==> src/rtl/whack_pkg.sv <==
// Shared types and constants for the round-timer seven-segment display path.
package whack_pkg;

    localparam int unsigned MAX_SECONDS_DEF = 60;
    localparam int unsigned BIN_W = 6;
    localparam int unsigned BCD_W = 8;
    localparam int unsigned SEG_W = 7;
    localparam int unsigned AN_W  = 4;

    localparam logic [SEG_W-1:0] SEG_BLANK = 7'b1111111;
    localparam logic [SEG_W-1:0] SEG_DASH  = 7'b0111111;

    typedef enum logic [1:0] {
        ST_IDLE,
        ST_LOAD,
        ST_SHIFT,
        ST_COMMIT
    } conv_state_e;

    // Active-low {g,f,e,d,c,b,a} pattern for a decimal digit
    function automatic logic [SEG_W-1:0] seg_digit(input logic [3:0] d);
        logic [SEG_W-1:0] s;
        case (d)
            4'd0:    s = 7'b1000000;
            4'd1:    s = 7'b1111001;
            4'd2:    s = 7'b0100100;
            4'd3:    s = 7'b0110000;
            4'd4:    s = 7'b0011001;
            4'd5:    s = 7'b0010010;
            4'd6:    s = 7'b0000010;
            4'd7:    s = 7'b1111000;
            4'd8:    s = 7'b0000000;
            4'd9:    s = 7'b0010000;
            default: s = SEG_BLANK;
        endcase
        return s;
    endfunction

endpackage

==> src/rtl/bin2bcd6.sv <==
// Sequential shift-add-3 converter: 6-bit binary to two BCD digits, with range flag.
module bin2bcd6
    import whack_pkg::*;
#(
    parameter int unsigned MAX_SECONDS = MAX_SECONDS_DEF
) (
    input  logic             clk_o,
    input  logic             rst,
    input  logic             start,
    input  logic [BIN_W-1:0] bin_in,
    output logic             accept_c,
    output logic             done_c,
    output logic [BCD_W-1:0] bcd,
    output logic             err,
    output logic             busy
);

    localparam int unsigned CNT_W = 3;
    localparam logic [CNT_W-1:0] LAST_SHIFT = CNT_W'(BIN_W - 1);

    conv_state_e      state_q, state_d;
    logic [BIN_W-1:0] bin_q, bin_d;
    logic [BCD_W-1:0] bcd_q, bcd_d;
    logic [CNT_W-1:0] cnt_q, cnt_d;
    logic             err_q, err_d;
    logic             busy_q, busy_d;
    logic [BCD_W-1:0] adj;

    always_ff @(posedge clk_o or negedge rst) begin
        if (!rst) begin
            state_q <= ST_IDLE;
            bin_q   <= '0;
            bcd_q   <= '0;
            cnt_q   <= '0;
            err_q   <= 1'b0;
            busy_q  <= 1'b0;
        end else begin
            state_q <= state_d;
            bin_q   <= bin_d;
            bcd_q   <= bcd_d;
            cnt_q   <= cnt_d;
            err_q   <= err_d;
            busy_q  <= busy_d;
        end
    end

    always_comb begin
        state_d  = state_q;
        bin_d    = bin_q;
        bcd_d    = bcd_q;
        cnt_d    = cnt_q;
        err_d    = err_q;
        accept_c = 1'b0;
        done_c   = 1'b0;
        adj      = bcd_q;

        case (state_q)
            ST_IDLE: begin
                if (start) begin
                    accept_c = 1'b1;
                    bin_d    = bin_in;
                    err_d    = 32'(bin_in) > MAX_SECONDS;
                    state_d  = ST_LOAD;
                end
            end
            ST_LOAD: begin
                bcd_d   = '0;
                cnt_d   = '0;
                state_d = ST_SHIFT;
            end
            ST_SHIFT: begin
                if (adj[3:0] >= 4'd5) adj[3:0] = adj[3:0] + 4'd3;
                if (adj[7:4] >= 4'd5) adj[7:4] = adj[7:4] + 4'd3;
                {bcd_d, bin_d} = {adj[BCD_W-2:0], bin_q, 1'b0};
                cnt_d = cnt_q + CNT_W'(1);
                if (cnt_q == LAST_SHIFT) state_d = ST_COMMIT;
            end
            ST_COMMIT: begin
                done_c = 1'b1;
                // A waiting value restarts the conversion without passing through IDLE
                if (start) begin
                    accept_c = 1'b1;
                    bin_d    = bin_in;
                    err_d    = 32'(bin_in) > MAX_SECONDS;
                    state_d  = ST_LOAD;
                end else begin
                    state_d = ST_IDLE;
                end
            end
            default: state_d = ST_IDLE;
        endcase

        busy_d = (state_d != ST_IDLE);
    end

    assign bcd  = bcd_q;
    assign err  = err_q;
    assign busy = busy_q;

endmodule

==> src/rtl/round_time_display.sv <==
// Seconds-count display: pending capture, BCD conversion, and 4-digit multiplexed scan.
module round_time_display
    import whack_pkg::*;
#(
    parameter int unsigned REFRESH_DIV = 100000,
    parameter int unsigned MAX_SECONDS = MAX_SECONDS_DEF
) (
    input  logic             clk_o,
    input  logic             rst,
    input  logic [BIN_W-1:0] count,
    input  logic             count_valid,
    output logic [SEG_W-1:0] seg,
    output logic [AN_W-1:0]  an,
    output logic             dp,
    output logic             time_up,
    output logic             count_err,
    output logic             busy
);

    localparam int unsigned RW = $clog2(REFRESH_DIV);
    localparam logic [RW-1:0] RCNT_LAST = RW'(REFRESH_DIV - 1);

    logic             pend_valid_q, pend_valid_d;
    logic [BIN_W-1:0] pend_val_q, pend_val_d;
    logic             disp_valid_q, disp_valid_d;
    logic             disp_err_q, disp_err_d;
    logic [3:0]       tens_q, tens_d;
    logic [3:0]       ones_q, ones_d;
    logic             time_up_q, time_up_d;
    logic             count_err_q, count_err_d;
    logic [RW-1:0]    rcnt_q, rcnt_d;
    logic [1:0]       idx_q, idx_d;
    logic [AN_W-1:0]  an_q, an_d;
    logic [SEG_W-1:0] seg_q, seg_d;
    logic [SEG_W-1:0] digit_seg_c;

    logic             accept_c;
    logic             done_c;
    logic [BCD_W-1:0] conv_bcd;
    logic             conv_err;

    bin2bcd6 #(
        .MAX_SECONDS(MAX_SECONDS)
    ) u_conv (
        .clk_o    (clk_o),
        .rst      (rst),
        .start    (pend_valid_q),
        .bin_in   (pend_val_q),
        .accept_c (accept_c),
        .done_c   (done_c),
        .bcd      (conv_bcd),
        .err      (conv_err),
        .busy     (busy)
    );

    always_ff @(posedge clk_o or negedge rst) begin
        if (!rst) begin
            pend_valid_q <= 1'b0;
            pend_val_q   <= '0;
            disp_valid_q <= 1'b0;
            disp_err_q   <= 1'b0;
            tens_q       <= '0;
            ones_q       <= '0;
            time_up_q    <= 1'b0;
            count_err_q  <= 1'b0;
            rcnt_q       <= '0;
            idx_q        <= '0;
            an_q         <= '1;
            seg_q        <= SEG_BLANK;
        end else begin
            pend_valid_q <= pend_valid_d;
            pend_val_q   <= pend_val_d;
            disp_valid_q <= disp_valid_d;
            disp_err_q   <= disp_err_d;
            tens_q       <= tens_d;
            ones_q       <= ones_d;
            time_up_q    <= time_up_d;
            count_err_q  <= count_err_d;
            rcnt_q       <= rcnt_d;
            idx_q        <= idx_d;
            an_q         <= an_d;
            seg_q        <= seg_d;
        end
    end

    // Segment pattern of the digit currently selected by the scan index
    always_comb begin
        digit_seg_c = SEG_BLANK;
        if (disp_valid_q) begin
            case (idx_q)
                2'd0:    digit_seg_c = disp_err_q ? SEG_DASH : seg_digit(ones_q);
                2'd1:    digit_seg_c = disp_err_q ? SEG_DASH :
                                       ((tens_q == 4'd0) ? SEG_BLANK : seg_digit(tens_q));
                default: digit_seg_c = SEG_BLANK;
            endcase
        end
    end

    always_comb begin
        pend_valid_d = pend_valid_q;
        pend_val_d   = pend_val_q;
        disp_valid_d = disp_valid_q;
        disp_err_d   = disp_err_q;
        tens_d       = tens_q;
        ones_d       = ones_q;
        time_up_d    = time_up_q;
        count_err_d  = count_err_q;
        rcnt_d       = rcnt_q + RW'(1);
        idx_d        = idx_q;
        an_d         = an_q;
        seg_d        = seg_q;

        // A fresh strobe always wins over the converter consuming the old value
        if (count_valid) begin
            pend_valid_d = 1'b1;
            pend_val_d   = count;
        end else if (accept_c) begin
            pend_valid_d = 1'b0;
        end

        if (done_c) begin
            disp_valid_d = 1'b1;
            disp_err_d   = conv_err;
            tens_d       = conv_bcd[7:4];
            ones_d       = conv_bcd[3:0];
            time_up_d    = (conv_bcd == '0) && !conv_err;
            count_err_d  = conv_err;
        end

        if (rcnt_q == RCNT_LAST) begin
            rcnt_d = '0;
            idx_d  = idx_q + 2'd1;
            an_d   = ~(AN_W'(1) << idx_q);
            seg_d  = digit_seg_c;
        end
    end

    assign seg       = seg_q;
    assign an        = an_q;
    assign dp        = 1'b1;
    assign time_up   = time_up_q;
    assign count_err = count_err_q;

endmodule

==> config.mk <==
export PLATFORM = sky130hd
export DESIGN_NAME = round_time_display
export DESIGN_NICKNAME = d
export VERILOG_FILES = /design/src/rtl/whack_pkg.sv /design/src/rtl/bin2bcd6.sv /design/src/rtl/round_time_display.sv
export SDC_FILE = /design/constraint.sdc
export NUM_CORES = 1
export LEC_CHECK = 0
export BUFFER_PORTS_ARGS = -buffer_cell sky130_fd_sc_hd__buf_2
export CAP_MARGIN = 20
export CORE_AREA = 2 2 80 82
export CTS_CLUSTER_DIAMETER = 50
export DETAILED_ROUTE_END_ITERATION = 16
export DIE_AREA = 0 0 82 84
export GPL_ROUTABILITY_DRIVEN = 0
export MAX_ROUTING_LAYER = met4
export PLACE_DENSITY_LB_ADDON = 0.2
export SETUP_SLACK_MARGIN = 0.2
export SYNTH_ARGS = -nofsm -noshare
export SYNTH_HDL_FRONTEND = slang
export SYNTH_SLANG_ARGS = --single-unit
==> constraint.sdc <==
create_clock -name clk_o -period 5 [get_ports clk_o]
set_input_delay 1 -clock clk_o [delete_from_list [all_inputs] [get_ports clk_o]]
set_output_delay 1 -clock clk_o [all_outputs]
set_load 0.1 [all_outputs]
==> flow_summary_export.csv, run 1 <==
group,metric,value,unit
die,ios,24,
die,rows,29,
logic_synthesis,synth_edf_count,0,
placement,place_area,3780,um2
cts,cts_buffers,9,
critical_path,cp.depth,1,
cts,cts_tree,"built",
critical_path,path_max_fanout,12,
critical_path,slowest_stage,"dfrtp_1",
hold_path,holdPathStages,2,
logic_synthesis,synth_area,3630,um2
critical_path,path_cells,"buf_2",
placement,dp.cells,453,
cts,clockRootBuffer,"clkbuf_8",
logic_synthesis,ys.flop_type,"dfrtp_1",
logic_synthesis,synth_xor_area_share,4.34,%
timing,drv_slew,0,
hold_path,min_path_type,"reg -> reg",
finish,area_growth_syn_to_layout,8.97,%
critical_path,crit_type,"reg -> out",
cts,clock_insertion_delay_worst_skew,0.35,ns
timing,period_needed,2.39,ns
finish,final_nets,422,
critical_path,crit_buf_inv,1,
timing,setup_violations,0,
logic_synthesis,ys_ff_latch,69,
logic_synthesis,synth_commonest_cells,"58 x dfrtp_1, 33 x nor2_1, 31 x o21ai_0",
cts,clk_transition_reported_paths,0.07,ns
timing,slew_headroom,39.9,%
drt,dr.first_iter.drc_count,150,
critical_path,r2r_cells,6,
grt,grt_pass1_wl,11200,um
timing,fmax,418,MHz
drt,vias_per_cell,5.49,
cts,clockBufferDepth,2,
critical_path,worst_setup_path_end_kind,"output pin",
pwr,p_leak,1.76,nW
logic_synthesis,yosysTopAreaCell,"dfrtp_1",
logic_synthesis,yosysUniqueCellTypes,47,
finish,finish.instance_area,3950,um2
logic_synthesis,synthSimpleGateAreaFrac,16.8,%
drt,drc,0,
cts,ctsResizeCount,0,
cts,cts-htree-levels,3,
logic_synthesis,ys_seq_area_share,48.0,%
grt,grt_max_degree,38,
grt,grt_pass1_vias,2461,
logic_synthesis,yosysMostFrequentCell,"dfrtp_1",
pwr,peakVddDrop,0.246,mV
timing,tns,0,ns
logic_synthesis,synthMuxAreaShare,3.86,%
critical_path,worstPathArrival,1.39,ns
timing,skew,0.0132,ns
drt,wl_per_cell,13.7,um
logic_synthesis,async_flop_share,100,%
cts,postCtsSetupBuffers,0,
die,coreArea,6100,um2
logic_synthesis,synth_area_leaders,"dfrtp_1 40%, ha_1 9.0%, dfstp_2 8.0%, o21ai_0 4.3%, nor2_1 3.4%",
die,fp.dieArea,6890,um2
finish,fin_util,64.9,%
drt,wl,6420,um
placement,hpwl,4600,um
finish,drive_gt1_share,16.3,%
run_status,outcome,"completed",
finish,fin_cells,469,
grt,antenna_found_initial,0,
critical_path,crit_family,"flip-flops",
die,die_h,84,um
drt,drtAntennaViolNets,0,
drt,first_pass_iters,4,
critical_path,crit_path_start_kind,"flip-flop",
grt,grt_usage,21.8,%
drt,vias,2577,
pwr,p_per_area,436,nW/um2
logic_synthesis,avgSynthCellArea,9.83,um2
timing,finalCritPeriodShare,47.8,%
logic_synthesis,synth_top_family_by_area,"simple AND/OR/NAND/NOR gates",
logic_synthesis,synth_cells,369,
logic_synthesis,synth_compound_area_share,13.5,%
grt,globalRouteOverflowTotal,0,
cts,cts.sinks,69,
placement,io_buffer_count,22,
timing,final-hold-violation-count,0,
logic_synthesis,synth_warnings,0,
run,max-cap-violations,0,
logic_synthesis,synth_nets,404,
critical_path,required,4.00,ns
timing,max_slew.worst_pin.slew,0.895,ns
logic_synthesis,netlist.area_leader.share,40.0,%
cts,holdBufCountCts,0,
critical_path,critPathMaxStageDelay,0.55,ns
die,initial_core_util,59.5,%
logic_synthesis,synthAdderAreaFrac,8.97,%
die,die_x,82,um
timing,rsz0062_at_grt,"false",
finish,antenna_cells,0,
## cells in the final DEF (no fill, tap or decap), types with 6 or more instances in the layout
cell,synthesis,layout
xnor2_1,11,11
xor2_1,7,7
mux2_2,8,8
dfstp_2,11,11
nand3_1,10,10
nor2_1,33,33
o21ai_0,31,31
dfrtp_1,58,58
a21oi_1,16,16
o22ai_1,8,8
a31oi_1,9,9
nand2b_1,7,7
ha_1,26,26
clkbuf_8,0,11
nand4_1,6,6
buf_2,2,22
nor3_1,6,6
inv_1,25,25
nand2_1,26,26
## layer usage
metal	part of all wire [%]	wire, um	GRT usage [%]
met5	0	0	-
met4	1.8	117	10.2
met3	3.5	222	4.98
met2	48	3080	33.0
met1	47	3010	27.6
## registers in the layout (all words and copies together) (netlist names)
register and count:
rcnt_q 17, u_conv.bcd 8, seg 7, pend_val_q 6
u_conv.bin_q 6, an 4, ones_q 4, tens_q 4
u_conv.cnt_q 3, idx_q 2, u_conv.state_q 2, count_err 1
disp_valid_q 1, pend_valid_q 1, time_up 1, u_conv.busy 1
u_conv.err 1
## cells by family after synthesis
kind of cell,after synthesis
and+or+nand+nor,116
AOI/OAI and AO/OA,85
DFF,69
buffers and inverters,41
adders and majority gates,26
xor gates and xnor gates,18
muxes,13
other,1
## layout make-up
class / count / area (um2)
repair buffers: 23 / 118
inverters: 25 / 93.8
fillers: 489 / 2140
multi-input cells: 259 / 1730
clock inverters: 4 / 22.5
well taps: 77 / 96.3
flip-flops and latches: 69 / 1740
clock buffers: 12 / 155
## path summary, 6_finish.rpt
| kind | start | to | slack, ns |
|---|---|---|---|
| hold reg to reg | an[3] | an[3] | 0.46 |
| setup / recovery | count_err | count_err | 2.61 |
| setup reg to reg | rcnt_q[0] | seg[1] | 2.85 |
| max in group asynchronous | rst | u_conv.bcd[4] | 3.34 |
| min in group asynchronous | rst | rcnt_q[0] | 0.74 |
| hold / removal | an[3] | an[3] | 0.46 |
## where the power goes
| group | leakage (nW) | switching [mW] | internal [mW] |
|---|---|---|---|
| Combinational | 0.810 | 0.385 | 0.207 |
| Sequential | 0.859 | 0.0833 | 0.642 |
| Clock | 0.0921 | 0.203 | 0.205 |
| Total | 1.76 | 0.670 | 1.05 |
## stage by stage
stage | power [mW] | hold slack [ns] | setup slack [ns]
after detailed placement | 1.33 | 0.454 | 2.87
after CTS | 1.74 | 0.465 | 2.59
after global routing | 1.86 | 0.471 | 2.55
after floorplan | 1.20 | 0.430 | 3.07
final | 1.72 | 0.460 | 2.61
after global placement | 1.31 | 0.453 | 2.92
(Power assumes the default switching activity.)
==> inputs of run 2 (changes only) <==
--- a/config.mk
+++ b/config.mk
@@ -7,10 +7,10 @@
 export LEC_CHECK = 0
 export BUFFER_PORTS_ARGS = -buffer_cell sky130_fd_sc_hd__buf_2
 export CAP_MARGIN = 20
-export CORE_AREA = 2 2 80 82
+export CORE_AREA = 2 2 85 87
 export CTS_CLUSTER_DIAMETER = 50
 export DETAILED_ROUTE_END_ITERATION = 16
-export DIE_AREA = 0 0 82 84
+export DIE_AREA = 0 0 87 89
 export GPL_ROUTABILITY_DRIVEN = 0
 export MAX_ROUTING_LAYER = met4
 export PLACE_DENSITY_LB_ADDON = 0.2
==> constraint.sdc (replaced) <==
create_clock -name clk_o -period 1.99 [get_ports clk_o]
set_input_delay 0.398 -clock clk_o [delete_from_list [all_inputs] [get_ports clk_o]]
set_output_delay 0.398 -clock clk_o [all_outputs]
set_load 0.1 [all_outputs]
==> run 2 against run 1 <==
Die area grew 12%. Sequential power grew to 2.5 times the previous value. Global-route usage shrank 2.4 points. Critical path type is now reg -> reg. Critical endpoint is now seg[6]. Highest routed layer unchanged.
==> flow_summary_export.csv, run 2 (synthesized netlist as in run 1, its figures left out) <==
group,metric,value,unit
drt,drtAntennaViolNets,0,
die,fp.dieArea,7740,um2
cts,cts_tree,"built",
timing,finalCritPeriodShare,95.0,%
grt,grt_max_degree,70,
die,coreArea,6720,um2
die,ios,24,
drt,drt-met1-wl,3190,um
cts,clock_insertion_delay_worst_skew,0.34,ns
run_status,outcome,"completed",
critical_path,required,2.25,ns
finish,final_nets,445,
finish,finish.instance_area,4210,um2
critical_path,worst_setup_path_end_kind,"flip-flop",
cts,clockRootBuffer,"clkbuf_8",
drt,met3_wirelength,200,um
pwr,p_per_area,1060,nW/um2
critical_path,path_max_fanout,6,
timing,period_needed,1.89,ns
timing,rsz0062_at_grt,"true",
finish,layout_commonest_cell,"dfrtp_1",
critical_path,worstPathArrival,2.15,ns
pwr,p_leak,1.89,nW
finish,fin_cells,495,
finish,fillers,580,
die,die_h,89,um
drt,wl,6920,um
critical_path,path_cells,"or4b_1, or4_4, nor2_4, o21ai_1, o21a_1",
grt,grt_pass1_vias,2598,
pwr,peakVddDrop,0.690,mV
grt,globalRouteOverflowTotal,0,
run,max-cap-violations,0,
timing,final-hold-violation-count,0,
die,rows,30,
placement,dp.cells,467,
critical_path,crit_buf_inv,0,
finish,largest_reg_flops,17,
die,die_x,87,um
drt,dr.first_iter.drc_count,135,
critical_path,crit_path_start_kind,"flip-flop",
timing,skew,0.0108,ns
die,initial_core_util,54.0,%
timing,timing.hold.ws,0.0770,ns
critical_path,slowest_stage,"or4_4",
cts,cts_buffers,9,
placement,io_buffer_count,22,
drt,vias_per_cell,5.50,
grt,antenna_found_initial,0,
finish,regArea,1740,um2
timing,tns,0,ns
finish,top_register,"rcnt_q",
timing,fmax,529,MHz
placement,hpwl,4670,um
finish,mostFrequentLayoutCells,"58 x dfrtp_1, 33 x nor2_1, 31 x o21ai_0",
cts,cts.sinks,69,
timing,drv_slew,0,
cts,clockBufferDepth,2,
cts,clk_transition_reported_paths,0.08,ns
finish,area_growth_syn_to_layout,15.9,%
cts,cts-htree-levels,3,
critical_path,crit_type,"reg -> reg",
critical_path,crit_family,"simple AND/OR/NAND/NOR gates",
grt,grt_pass1_wl,11600,um
placement,dp_slack,0.0899,ns
hold_path,min_path_type,"in -> async",
cts,holdBufCountCts,0,
drt,top_layer_used,"met4",
drt,wl_per_cell,14.0,um
finish,multi_input_area,1750,um2
timing,setup_violations,0,
drt,first_pass_iters,4,
drt,wl_met2,3450,um
placement,place_area,3890,um2
critical_path,critPathMaxStageDelay,0.56,ns
drt,vias,2724,
finish,antenna_cells,0,
finish,drive_gt1_share,22.4,%
timing,fin_ws,0.0985,ns
drt,drc,0,
grt,grt_usage,19.4,%
==> run 2: cell types whose count changed in the layout (fill, tap and decap cells not counted), sizes merged <==
cell and delta:
buf +22, clkinv +1
==> run 2: worst paths after layout <==
check | start | endpoint | slack (ns) | depth (start not counted)
worst max-delay path | rcnt_q[8] | seg[6] | 0.1 | 5
worst max register to register | rcnt_q[8] | seg[6] | 0.1 | 5
worst min register to register | an[3] | an[3] | 0.46 | 2
min in group clk_o | count[5] | pend_val_q[5] | 0.29 | 2
max in group asynchronous | rst | an[3] | 1.60 | 2
worst min-delay path | rst | rcnt_q[16] | 0.08 | 2
==> run 2: cell type report <==
| type | count | area share [%] |
|---|---|---|
| multi-input cells | 259 | 41.7 |
| clock buffers | 11 | 3.60 |
| inverters | 25 | 2.23 |
| repair buffers | 46 | 7.91 |
| flip-flops and latches | 69 | 41.4 |
| clock inverters | 5 | 0.833 |
| well taps | 80 | 2.38 |
==> run 2: power by group <==
part / total (mW) / switching, mW / internal [mW]
combinational: 1.59 / 0.990 / 0.599
sequential: 1.82 / 0.212 / 1.61
clock: 1.05 / 0.534 / 0.520
==> run 2: metal layers <==
layer  track usage, %  vias to the layer above
met5                -                        -
met4             6.11                        0
met3             3.23                       11
met2             32.3                       53
met1             24.4                     1309
li1                 -                     1351
==> run 2: what timing repair did <==
action | CTS | global route
setup buffers | 3 | 8
pin swaps | 1 | 3
cloned | 0 | 1
endpoints found under the hold margin | 0 | 0
gates resized for setup | 0 | 6
setup endpoints to repair | 12 | 16
==> run 2: stage by stage <==
| step | power [mW] | util [%] |
|---|---|---|
| detailed placement | 3.43 | 57.9 |
| global route | 4.76 | 62.6 |
| global placement | 3.38 | 57.9 |
| CTS | 4.49 | 61.0 |
| floorplan | 3.01 | - |
| finish | 4.47 | 62.6 |
==> inputs of run 3 (changes only) <==
--- a/config.mk
+++ b/config.mk
@@ -7,13 +7,14 @@
 export LEC_CHECK = 0
 export BUFFER_PORTS_ARGS = -buffer_cell sky130_fd_sc_hd__buf_2
 export CAP_MARGIN = 20
-export CORE_AREA = 2 2 85 87
+export CORE_AREA = 2 2 81 83
 export CTS_CLUSTER_DIAMETER = 50
 export DETAILED_ROUTE_END_ITERATION = 16
-export DIE_AREA = 0 0 87 89
+export DIE_AREA = 0 0 83 85
 export GPL_ROUTABILITY_DRIVEN = 0
 export MAX_ROUTING_LAYER = met4
 export PLACE_DENSITY_LB_ADDON = 0.2
+export REMOVE_ABC_BUFFERS = 1
 export SETUP_SLACK_MARGIN = 0.2
 export SYNTH_ARGS = -nofsm -noshare
 export SYNTH_HDL_FRONTEND = slang
==> constraint.sdc (replaced) <==
create_clock -name clk_o -period 2 [get_ports clk_o]
set_input_delay 0.4 -clock clk_o [delete_from_list [all_inputs] [get_ports clk_o]]
set_output_delay 0.4 -clock clk_o [all_outputs]
set_load 0.1 [all_outputs]
==> run 3 against run 2 <==
Sequential share of layout area up 0.16 points. Count of clock-buffer cells in the layout increased by 1. Non-clock buffer count up 1. Die area shrank 8.9%. Design area is 0.39% lower. Power decreased by 2.4%. Sequential power about the same. Combinational power about the same. Final cell count down 0.40%. Largest cell class unchanged. Highest routed layer unchanged.
==> flow_summary_export.csv, run 3 (synthesized netlist as in run 1, its figures left out) <==
group,metric,value,unit
run_status,outcome,"completed",
pwr,swShare,39.1,%
cts,holdBufCountCts,0,
drt,drc,0,
drt,wl,7000,um
grt,grt_pass1_wl,11700,um
pwr,p_int,2.65,mW
die,die_h,85,um
die,rows,29,
pwr,p_sw,1.70,mW
cts,clock_insertion_delay_worst_skew,0.34,ns
timing,final-hold-violation-count,0,
grt,globalRouteOverflowTotal,0,
timing,finalCritPeriodShare,94.0,%
cts,clockBufferDepth,2,
critical_path,r2r_slack,0.12,ns
grt,grt_max_degree,70,
critical_path,path_max_fanout,6,
timing,period_needed,1.88,ns
placement,io_buffer_count,22,
timing,skew,0.00868,ns
pwr,p_leak,1.89,nW
finish,largest_reg_flops,17,
drt,vias,2720,
timing,setup_violations,0,
pwr,peakVddDrop,0.810,mV
cts,cts-htree-levels,3,
finish,top_register,"rcnt_q",
die,die_x,83,um
pwr,comb_power_share,36.6,%
grt,grt_usage,21.0,%
finish,final_nets,446,
die,fp.dieArea,7060,um2
timing,fmax,532,MHz
drt,first_pass_iters,4,
critical_path,slowest_stage,"or4_4",
critical_path,required,2.27,ns
die,coreArea,6200,um2
run,max-cap-violations,0,
cts,clk_transition_reported_paths,0.08,ns
pwr,clockPowerShare,21.8,%
timing,rsz0062_at_grt,"true",
finish,area_growth_syn_to_layout,15.5,%
finish,drive_gt1_share,21.9,%
pwr,finalPower,4.36,mW
pwr,seq_power_share,41.6,%
cts,cts_tree,"built",
finish,mostFrequentLayoutCells,"58 x dfrtp_1, 32 x nor2_1, 30 x o21ai_0",
critical_path,crit_type,"reg -> reg",
pwr,p_per_area,1040,nW/um2
critical_path,path_cells,"or4b_1, or4_4, nor2_4, o21ai_1, o21a_1",
hold_path,min_path_type,"in -> async",
cts,cts_buffers,9,
critical_path,r2r_cells,5,
finish,layout_commonest_cell,"dfrtp_1",
die,ios,24,
grt,grt_pass1_vias,2613,
critical_path,worst_setup_path_end_kind,"flip-flop",
die,initial_core_util,58.5,%
drt,drtAntennaViolNets,0,
placement,hpwl,4660,um
timing,tns,0,ns
cts,cts.sinks,69,
grt,antenna_found_initial,0,
drt,vias_per_cell,5.52,
critical_path,crit_path_start_kind,"flip-flop",
timing,drv_slew,0,
drt,wl_per_cell,14.2,um
drt,dr.first_iter.drc_count,76,
finish,antenna_cells,0,
critical_path,worstPathArrival,2.15,ns
critical_path,critPathMaxStageDelay,0.57,ns
cts,clockRootBuffer,"clkbuf_8",
[run 3: cell type report]
| cell class | count | area, um2 |
|---|---|---|
| Sequential cell | 69 | 1740 |
| Clock buffer | 12 | 135 |
| Clock inverter | 4 | 25.0 |
| Tap cell | 77 | 96.3 |
| Multi-Input combinational cell | 259 | 1760 |
| Fill cell | 498 | 2010 |
| Inverter | 25 | 93.8 |
| Timing Repair Buffer | 47 | 344 |
[run 3: worst max-delay path, delay by kind of cell (launching register included)]
| family | cells | cell delay, ns |
|---|---|---|
| AOI/OAI and AO/OA | 2 | 0.20 |
| DFF | 1 | 0.37 |
| and+or+nand+nor | 3 | 1.25 |
[run 3: final timing paths]
path	from	endpoint
max reg2reg	rcnt_q[6]	seg[6]
max	rcnt_q[6]	seg[6]
min in group clk_o	count[3]	pend_val_q[3]
max in group asynchronous	rst	seg[2]
min reg2reg	an[0]	an[0]
min	rst	idx_q[0]
[run 3: routing by layer]
| layer | vias to the layer above | wire, um | global-route usage [%] |
|---|---|---|---|
| li1 | 1359 | - | - |
| met1 | 1316 | 3320 | 27.2 |
| met2 | 34 | 3360 | 32.3 |
| met3 | 11 | 220 | 5.64 |
| met4 | 0 | 99 | 7.30 |
| met5 | - | 0 | - |
[run 3: per-stage QoR]
stage | util (%) | hold slack (ns) | instance area, um2 | cells | worst slack, ns
after global placement | 62.8 | 0.446 | 3900 | 466 | 0.0456
after CTS | 65.7 | 0.0752 | 4080 | 484 | 0.125
final | 67.5 | 0.0549 | 4190 | 493 | 0.120
after global routing | 67.5 | 0.0875 | 4190 | 493 | 0.0379
after detailed placement | 62.8 | 0.447 | 3900 | 466 | 0.0432
after floorplan | - | 0.104 | 3560 | 353 | 0.00668
[run 3: timing repair]
action | 4_1_cts | 5_1_grt
pin swaps | 3 | 4
endpoints found under the setup margin | 13 | 17
setup buffers | 2 | 8
resized for setup | 2 | 7
cloned | 0 | 1
[run 3: power by group through the flow]
stage / Clock, mW / Combinational (mW) / Sequential [mW]
finish: 0.952 / 1.60 / 1.81
global route: 1.05 / 1.77 / 1.85
CTS: 0.975 / 1.60 / 1.81
detailed placement: 0 / 1.60 / 1.83
global placement: 0 / 1.55 / 1.83
floorplan: 0 / 0.976 / 1.98
